<file path="src/rtl/uart_pkg.sv">
// Shared UART helpers: FIFO entry width and tag-bit position for received characters.
// Latency: n/a (constant functions only).
// Backpressure: n/a.
package uart_pkg;

    // One stored entry is the character plus a framing-error tag bit on top.
    function automatic int entry_width(input int data_bits);
        return data_bits + 1;
    endfunction

    // Index of the framing-error tag bit inside an entry ({ferr_tag, data}).
    function automatic int tag_bit(input int data_bits);
        return data_bits;
    endfunction

endpackage

</file>
<file path="src/rtl/uart_sync_fifo.sv">
// Generic synchronous FIFO with show-ahead read and extra-MSB pointers.
// Latency: write visible on rdata/count one cycle after push; rdata is combinational from the read pointer.
// Backpressure: push while full is discarded unless a pop happens in the same cycle; pop while empty is ignored.
//
// Ports:
//   clk, rst_n      clock, asynchronous active-low reset (pointers only, storage is not reset)
//   clr             synchronous flush of both pointers
//   push, wdata     write request and entry
//   pop             read request (advances head)
//   rdata           head entry, valid while empty=0
//   count           number of stored entries
//   empty, full     status decoded from the pointers
module uart_sync_fifo #(
    parameter int WIDTH = 9,
    parameter int DEPTH = 16
) (
    input  logic                     clk,
    input  logic                     rst_n,
    input  logic                     clr,
    input  logic                     push,
    input  logic                     pop,
    input  logic [WIDTH-1:0]         wdata,
    output logic [WIDTH-1:0]         rdata,
    output logic [$clog2(DEPTH):0]   count,
    output logic                     empty,
    output logic                     full
);

    localparam int AW = $clog2(DEPTH);

    logic [WIDTH-1:0] mem [DEPTH];
    logic [AW:0]      wr_ptr;
    logic [AW:0]      rd_ptr;
    logic             wr_ok;
    logic             rd_ok;

    // Pointers carry one extra bit so equal low bits can be told apart as empty vs full.
    assign empty = (wr_ptr == rd_ptr);
    assign full  = (wr_ptr[AW] != rd_ptr[AW]) && (wr_ptr[AW-1:0] == rd_ptr[AW-1:0]);
    assign count = wr_ptr - rd_ptr;

    // A push into a full FIFO is legal when the head leaves in the same cycle:
    // the write lands in the very slot being freed.
    assign rd_ok = pop & ~empty & ~clr;
    assign wr_ok = push & ~clr & (~full | rd_ok);

    assign rdata = mem[rd_ptr[AW-1:0]];

    always_ff @(posedge clk or negedge rst_n) begin
        if (!rst_n) begin
            wr_ptr <= '0;
            rd_ptr <= '0;
        end else if (clr) begin
            wr_ptr <= '0;
            rd_ptr <= '0;
        end else begin
            if (wr_ok) wr_ptr <= wr_ptr + 1'b1;
            if (rd_ok) rd_ptr <= rd_ptr + 1'b1;
        end
    end

    // Storage deliberately has no reset.
    always_ff @(posedge clk) begin
        if (wr_ok) mem[wr_ptr[AW-1:0]] <= wdata;
    end

endmodule

</file>
<file path="src/rtl/uart_rx_fifo.sv">
// UART receive FIFO: queues received characters and framing-error tag entries, with sticky overflow and IRQs.
// Latency: a push shows in count/empty one cycle later; a frame-error tag colliding with data lands one cycle after the data.
// Backpressure: none toward the receiver; pushes while full (no pop) are dropped and set overflow. rd_en on empty is ignored.
//
// Optional feature: define UART_RX_FIFO_TIMEOUT_EN to build the idle-timeout counter;
// otherwise timeout_irq is tied low.
//
// Ports:
//   clk, rst_n                 clock, asynchronous active-low reset
//   enable                     low flushes the FIFO and all flags every cycle
//   baud_tick                  receiver oversample tick, drives the idle timeout
//   in_data, in_valid          received character and its one-cycle strobe
//   in_frame_err               receiver framing-error level; each rising edge queues a tag entry
//   rd_en, rd_data             pop request and show-ahead head entry {ferr_tag, data}
//   count, empty, full         fill status
//   overflow, clr_overflow     sticky dropped-write flag and its clear
//   thresh_irq, timeout_irq    fill-level and idle-timeout interrupts
module uart_rx_fifo #(
    parameter int DATA_BITS     = 8,
    parameter int DEPTH         = 16,
    parameter int THRESH        = 8,
    parameter int TIMEOUT_TICKS = 64
) (
    input  logic                     clk,
    input  logic                     rst_n,
    input  logic                     enable,
    input  logic                     baud_tick,
    input  logic [DATA_BITS-1:0]     in_data,
    input  logic                     in_valid,
    input  logic                     in_frame_err,
    input  logic                     rd_en,
    output logic [DATA_BITS:0]       rd_data,
    output logic [$clog2(DEPTH):0]   count,
    output logic                     empty,
    output logic                     full,
    output logic                     overflow,
    input  logic                     clr_overflow,
    output logic                     thresh_irq,
    output logic                     timeout_irq
);

    import uart_pkg::*;

    localparam int EW      = entry_width(DATA_BITS);
    localparam int TAG_IDX = tag_bit(DATA_BITS);
    localparam int CW      = $clog2(DEPTH) + 1;
    localparam logic [CW-1:0] THRESH_C = CW'(THRESH);

    logic          ferr_q;
    logic          pend_q;
    logic          pend_d;
    logic          ovf_q;
    logic          ferr_edge;
    logic          tag_req;
    logic          push_req;
    logic          pop_req;
    logic          drop;
    logic          push_acc;
    logic [EW-1:0] wdata;

    assign ferr_edge = in_frame_err & ~ferr_q;
    assign tag_req   = ferr_edge | pend_q;

    // Data wins a collision with a tag; the tag waits in the one-deep pending flag.
    // Tag entries are all zeros except the tag bit.
    always_comb begin
        push_req = 1'b0;
        pend_d   = 1'b0;
        wdata    = '0;
        if (enable) begin
            if (in_valid) begin
                push_req                = 1'b1;
                wdata[DATA_BITS-1:0]    = in_data;
                pend_d                  = tag_req;
            end else if (tag_req) begin
                push_req                = 1'b1;
                wdata[TAG_IDX]          = 1'b1;
            end
        end
    end

    assign pop_req  = enable & rd_en & ~empty;
    assign drop     = push_req & full & ~pop_req;
    assign push_acc = push_req & ~drop;

    // Edge register resets to 1 so a frame error already high at reset release is not tagged.
    // It keeps tracking the line while disabled, so a level held across re-enable is not tagged either.
    always_ff @(posedge clk or negedge rst_n) begin
        if (!rst_n) begin
            ferr_q <= 1'b1;
            pend_q <= 1'b0;
            ovf_q  <= 1'b0;
        end else begin
            ferr_q <= in_frame_err;
            if (!enable) begin
                pend_q <= 1'b0;
                ovf_q  <= 1'b0;
            end else begin
                pend_q <= pend_d;
                // A new drop beats a simultaneous clear.
                if (drop)
                    ovf_q <= 1'b1;
                else if (clr_overflow)
                    ovf_q <= 1'b0;
            end
        end
    end

    uart_sync_fifo #(
        .WIDTH (EW),
        .DEPTH (DEPTH)
    ) u_fifo (
        .clk   (clk),
        .rst_n (rst_n),
        .clr   (~enable),
        .push  (push_acc),
        .pop   (pop_req),
        .wdata (wdata),
        .rdata (rd_data),
        .count (count),
        .empty (empty),
        .full  (full)
    );

    assign overflow   = ovf_q;
    assign thresh_irq = (count >= THRESH_C);

`ifdef UART_RX_FIFO_TIMEOUT_EN
    localparam int TW = $clog2(TIMEOUT_TICKS + 1);
    localparam logic [TW-1:0] TO_MAX  = TW'(TIMEOUT_TICKS);
    localparam logic [TW-1:0] TO_LAST = TW'(TIMEOUT_TICKS - 1);

    logic [TW-1:0] to_cnt;
    logic          to_irq;

    // Counts ticks of inactivity while data is waiting; saturates at the limit.
    // A push only restarts the count, a pop or an empty FIFO also drops the IRQ.
    always_ff @(posedge clk or negedge rst_n) begin
        if (!rst_n) begin
            to_cnt <= '0;
            to_irq <= 1'b0;
        end else if (!enable || empty || pop_req) begin
            to_cnt <= '0;
            to_irq <= 1'b0;
        end else if (push_acc) begin
            to_cnt <= '0;
        end else if (baud_tick && (to_cnt != TO_MAX)) begin
            to_cnt <= to_cnt + 1'b1;
            if (to_cnt == TO_LAST) to_irq <= 1'b1;
        end
    end

    assign timeout_irq = to_irq;
`else
    logic unused_tick;
    assign unused_tick = baud_tick;
    assign timeout_irq = 1'b0;
`endif

endmodule

</file>
<file path="config.mk">
export PLATFORM = sky130hd
export DESIGN_NAME = uart_rx_fifo
export DESIGN_NICKNAME = d
export VERILOG_FILES = /design/src/rtl/uart_pkg.sv /design/src/rtl/uart_sync_fifo.sv /design/src/rtl/uart_rx_fifo.sv
export SDC_FILE = /design/constraint.sdc
export NUM_CORES = 1
export LEC_CHECK = 0
export ABC_CLOCK_PERIOD_IN_PS = 2900
export CORE_UTILIZATION = 54
export DETAILED_ROUTE_END_ITERATION = 12
export HOLD_SLACK_MARGIN = 0.15
export PLACE_DENSITY = 0.75
export REMOVE_ABC_BUFFERS = 1
export SETUP_SLACK_MARGIN = 0.3
export SKIP_CTS_REPAIR_TIMING = 1
export SLEW_MARGIN = 5
export SYNTH_ARGS = -nofsm -noshare
export SYNTH_HDL_FRONTEND = slang
export SYNTH_SLANG_ARGS = --single-unit
</file>
<file path="constraint.sdc">
create_clock -name clk -period 2.9 [get_ports clk]
set_input_delay 0.58 -clock clk [delete_from_list [all_inputs] [get_ports clk]]
set_output_delay 0.58 -clock clk [all_outputs]
set_load 0.02 [all_outputs]
</file>
==> results of run 1 <==
-- area by class of cell --
type / count / area (µm²) / share of cell area [%]
well taps: 143 / 178.9 / 2.202
multi-input cells: 199 / 1909 / 23.50
flip-flops and latches: 157 / 4656 / 57.30
clock buffers: 17 / 425.4 / 5.236
inverters: 10 / 41.29 / 0.5082
repair buffers: 74 / 742.0 / 9.132
clock inverters: 13 / 172.7 / 2.125
-- per-stage QoR --
| stage | total power [mW] | setup TNS (ps) | cells |
|---|---|---|---|
| after detailed placement | 3.563 | -37.08 | 573 |
| after CTS | 5.801 | -4723 | 603 |
| after global placement | 3.544 | 0 | 573 |
| final | 5.943 | 0 | 613 |
| after floorplan | 3.217 | -214570 | 366 |
| after global routing | 6.149 | 0 | 613 |
-- power groups by stage --
| stage | registers [mW] | clock network, mW | logic [mW] |
|---|---|---|---|
| after global routing | 2.53 | 2.38 | 1.24 |
| final | 2.52 | 2.26 | 1.16 |
| after floorplan | 2.65 | 0 | 0.569 |
| after global placement | 2.56 | 0 | 0.981 |
| after detailed placement | 2.57 | 0 | 0.998 |
| after CTS | 2.52 | 2.28 | 1.00 |
-- worst reg2reg max path, cell delays in order (launching register included) --
cell        delay [ps]
dfrtp_2            400
clkinvlp_4         190
ha_4               340
nand4_1            220
nor3_2             420
or2_4              360
nor3_1             120
buf_4              200
-- how the worst min path moves through the flow --
stage	start	endpoint	slack, ps	cells past startpoint
finish	pend_q	pend_q	530	2
global route	pend_q	pend_q	560	2
CTS	pend_q	pend_q	540	2
detailed placement	pend_q	pend_q	520	2
global placement	pend_q	pend_q	490	2
floorplan	rst_n	overflow	280	0
-- layout by cell type (no fill, tap or decap), drive strengths merged, types with 5 or more instances in the layout --
cell type	netlist	final
clkbuf	4	24
edfxtp	144	144
mux2	18	18
a22oi	9	9
dfrtp	12	12
o221ai	9	9
buf	16	47
o21ai	16	16
nor3	14	14
mux4	18	18
ha	9	9
inv	10	10
nor2b	5	5
clkdlybuf4s50	0	16
clkinv	0	6
nand2	12	12
xnor2	5	5
nor2	9	9
nor4	5	5
a22o	9	9
and3	9	9
mux2i	20	20
-- state kept, by name, indices dropped and copies added, names as in the netlist --
name	count
ferr_q	1
u_fifo.mem	144
pend_q	1
u_fifo.rd_ptr	5
overflow	1
u_fifo.wr_ptr	5
-- kinds of logic after synthesis --
kind of cell             count (synthesis)
adder cells (fa/ha/maj)                 10
flip-flops                             157
AO/OA/AOI/OAI                           55
XOR/XNOR                                 6
multiplexers                            56
other                                    1
AND/OR/NAND/NOR                         71
buffers and inverters                   30
-- routing by layer --
| layer | global-route usage (%) | part of all wire [%] |
|---|---|---|
| met3 | 5.616 | 5.3 |
| met4 | 9.956 | 1.3 |
| met1 | 31.08 | 42 |
| met2 | 36.94 | 52 |
| met5 | 0 | 0 |
==> flow_summary.toml, run 1 <==
[outcome]
status = "finished, final reports clean"

[critical_path]
critical-path-top-delay-family = "adder cells"
startpoint = "u_fifo.rd_ptr[0]"
crit_type = "reg -> out"
max_stage_delay_ps = 450
startpoint_type = "register"
worst-path-max-fanout = 3
r2r-start = "u_fifo.rd_ptr[3]"
cp.arrival_ps = 2190
path_cells = "ha_2, fa_2, nor2b_1, o21ai_1, and3_2, nor2_1, buf_4"
crit_path_end_kind = "output port"
crit_slowest_cell = "dfrtp_2"
cp.depth = 7
crit_buf_inv = 1
rrSetupSlack_ps = 410
crit_end = "count[4]"
reg2regPathDepth = 7
worstReg2RegEnd = "u_fifo.mem[5][8]"
cp_data_required_time_ps = 2320

[sta]
skew_ps = 8.409
rsz0062_at_grt = "yes"
worst_pin_slew_ps = 639.5
fin_hold_ws_ps = 530.9
finalHoldViolations = 0
finalCritPeriodShare_pct = 95.65
setup_viol = 0
fin_crit_ps = 2774
drv_slew = 0
relSlewSlack_pct = 57.32
fin_ws_ps = 126.0
fmax_mhz = 360.5

[floorplanning]
ios = 35
die_w_um = 112.4
row_count = 39
start_util_pct = 56.43
dieArea_um2 = 12630
core_area_um2 = 11660
die-height_um = 112.4

[placed_design]
dp_hpwl_um = 8253
pre_cts_ws_ps = -4.605
port_buffers = 32
dpl_cell_area_um2 = 7272
routabilityCongestion = 0.7419

[power]
p_int_mw = 4.512
ir_worst_vdd_v = 0.0004007
p_clk_share_pct = 38.0
p_leak_nw = 2.853
seqPwrFrac_pct = 42.5
p_sw_share_pct = 24.08
p_switching_mw = 1.431
pwr-share-comb_pct = 19.6
power.density_nw_per_um2 = 731.4

[logic_synthesis]
ys_seq_area_share_pct = 70.67
synth_area_um2 = 6581
synth-adder-area-share_pct = 2.015
ys_top_cells_by_count = "edfxtp_1 (144), mux2i_1 (20), mux2_2 (18), mux4_2 (18), nor3_1 (13)"
synth_top_cell_by_area = "edfxtp_1"
yosys.area_share.simple_pct = 5.894
synth_edf_count = 144
netlist_instances = 386
synth-compound-area-share_pct = 6.008
async_reset_ff_share_pct = 8.280
ys_top_cells_by_area = "edfxtp_1 (66%), mux4_2 (6.2%), dfrtp_1 (4.6%)"
ys_warn_count = 0
synth_top_area_share_pct = 65.70
synthMuxAreaShare_pct = 12.28
synth_xor_area_share_pct = 0.7985
synth_top_family_by_area = "multiplexers"
yosysMostFrequentCell = "edfxtp_1"
ys.flop_type = "edfxtp_1"
ys_ff_latch = 157
yosysUniqueCellTypes = 47
syn_avg_cell_area_um2 = 17.05

[route]
wirelength_um = 14060
antenna_left = 0
drc = 0
wl_per_cell_um = 22.93
first_pass_iters = 4
first_iter_violations = 308
viasPerCell = 6.145
dr_total_vias = 3767

[cells_and_area]
final_area_um2 = 8125
finalNetCount = 485
nFillCells = 732
area.growth.synth_to_final_pct = 23.46
finish.utilization_pct = 69.67
diodes = 0
drive_gt1_share_pct = 32.55

[clock_network]
cts_tree = "done"
clk_pin_slew_ps = 60
clockBufferDepth = 2
htree_levels = 4
cts_root_buf = "clkbuf_16"
numCtsBuffers = 17
insertion_delay_ps = 420
numClockSinks = 157

[grt]
grt_first_pass_wirelength_um = 20930
first_global_vias = 3741
grt_max_degree = 58
overflow = 0
antenna_found_initial = 0
track_usage_pct = 23.26

[worst_hold_path]
hold_path.class = "reg -> reg"

[flow_run]
maxCapViolations = 0
(Power assumes the default switching activity.)
==> inputs of run 2 (changes only) <==
Settings changed: ABC_CLOCK_PERIOD_IN_PS 2900 to default.
==> results of run 2 <==
No change in the layout: final DEF, timing and power equal those of run 1.
==> inputs of run 3 (changes only) <==
Settings changed: CORE_UTILIZATION 54 to 60, PLACE_DENSITY 0.75 to 0.79.
Clock period 2.9 ns to 3.5 ns, I/O delays scaled along.
==> run 3 against run 2 <==
Net effect:
- cell area fell by 2.6%
- wire length rose by 1.0%
- largest cell class unchanged
- clock power decreased by 23%
- via count grew 0.27%
- utilization is 6.0 points higher
- global-route usage grew 2.9 points
- setup slack better by 130 ps
- register-to-register slack improved by 80 ps
- sequential share of layout area rose by 1.5 points
- total power decreased by 20%
- first-iteration DRC count increased by 7.1%
- largest power group unchanged
==> flow_summary.toml, run 3 (same netlist as run 1, synthesis figures left out) <==
[clock_network]
numClockSinks = 157
cts_tree = "done"
insertion_delay_ps = 530
cts_root_buf = "clkbuf_8"
clk_pin_slew_ps = 60
numCtsBuffers = 17
htree_levels = 4
clockBufferDepth = 2

[power]
p_leak_nw = 2.855
ir_worst_vdd_v = 0.0004449
power.density_nw_per_um2 = 603.8

[cells_and_area]
final_cell_mix = "edfxtp_1 (144), buf_4 (34), mux2i_1 (20), mux2_2 (18), mux4_2 (18)"
final_area_um2 = 7915
largest_reg_flops = 144
drive_gt1_share_pct = 25.75
diodes = 0
layout_commonest_cell = "edfxtp_1"
finalNetCount = 479
area.growth.synth_to_final_pct = 20.27

[placed_design]
dp_hpwl_um = 8400
pre_cts_ws_ps = 317.2
routabilityCongestion = 0.8119
port_buffers = 32
dpl_cell_area_um2 = 7181

[sta]
fin_ws_ps = 254.0
relSlewSlack_pct = 56.11
fin_crit_ps = 3246
worst_pin_slew_ps = 658.3
fmax_mhz = 308.1
setup_viol = 0
skew_ps = 10.31
finalHoldViolations = 0
rsz0062_at_grt = "yes"
finalCritPeriodShare_pct = 92.74
drv_slew = 0

[floorplanning]
start_util_pct = 62.90
dieArea_um2 = 11390
ios = 35
die_w_um = 106.7
core_area_um2 = 10460
row_count = 37
die-height_um = 106.7

[grt]
first_global_vias = 3795
grt_max_degree = 34
overflow = 0
track_usage_pct = 26.18
grt_first_pass_wirelength_um = 21130
antenna_found_initial = 0

[route]
viasPerCell = 6.274
first_pass_iters = 6
antenna_left = 0
wirelength_um = 14200
wl_per_cell_um = 23.59
first_iter_violations = 330
dr_total_vias = 3777
drc = 0

[outcome]
status = "finished, final reports clean"

[flow_run]
maxCapViolations = 0

[critical_path]
worst-path-max-fanout = 5
startpoint = "u_fifo.rd_ptr[0]"
reg2regPathDepth = 9
cp.arrival_ps = 2550
crit_path_end_kind = "output port"
crit_type = "reg -> out"
r2r-start = "u_fifo.rd_ptr[0]"
cp_data_required_time_ps = 2800
startpoint_type = "register"

[worst_hold_path]
worstHoldStart = "pend_q"
hold_path.class = "reg -> reg"
min_path_cells = 2
## run 3: area by class of cell
| class | count | area [µm²] |
|---|---|---|
| Sequential cell | 157 | 4657 |
| Fill cell | 601 | 2547 |
| Multi-Input combinational cell | 199 | 1831 |
| Timing Repair Buffer | 68 | 659.4 |
| Clock buffer | 22 | 442.9 |
| Tap cell | 136 | 170.2 |
| Clock inverter | 10 | 117.6 |
| Inverter | 10 | 37.54 |
## run 3: report_power, final
part	internal, mW	switching, mW
sequential	2.07	0.0217
clock	1.03	0.710
combinational	0.472	0.469
total	3.58	1.20
## run 3: path summary, 6_finish.rpt
kind | endpoint | slack, ps
hold reg to reg | pend_q | 530
min in group asynchronous | u_fifo.rd_ptr[3] | 560
max in group asynchronous | u_fifo.rd_ptr[0] | 2480
setup / recovery | thresh_irq | 250
setup reg to reg | u_fifo.mem[6][1] | 490
hold / removal | pend_q | 530
## run 3: per-layer routing
| layer | routed length (µm) | GRT usage [%] | up-vias | part of all wire (%) |
|---|---|---|---|---|
| li1 | - | - | 1673 | - |
| met1 | 5450 | 33.23 | 1912 | 38 |
| met2 | 7491 | 44.06 | 158 | 53 |
| met3 | 882 | 5.410 | 34 | 6.2 |
| met4 | 380 | 11.25 | 0 | 2.7 |
| met5 | 0 | 0 | - | 0 |
## run 3: stage by stage
step / hold WS [ps] / util, % / std cells / setup TNS (ps) / power (mW)
detailed placement: 524.7 / 68.63 / 560 / 0 / 2.950
finish: 531.3 / 75.65 / 602 / 0 / 4.779
global route: 570.7 / 75.65 / 602 / 0 / 4.920
floorplan: 404.4 / - / 366 / -116600 / 2.665
CTS: 539.0 / 73.99 / 592 / -1589 / 4.675
global placement: 502.5 / 68.63 / 560 / 0 / 2.934
## run 3: critical path, cell delays in order (launching register included)
cell	delay, ps
dfrtp_4	510
buf_4	160
ha_1	220
fa_2	360
nor2b_1	150
o21ai_2	80
and3_4	200
o22ai_1	150
buf_4	180
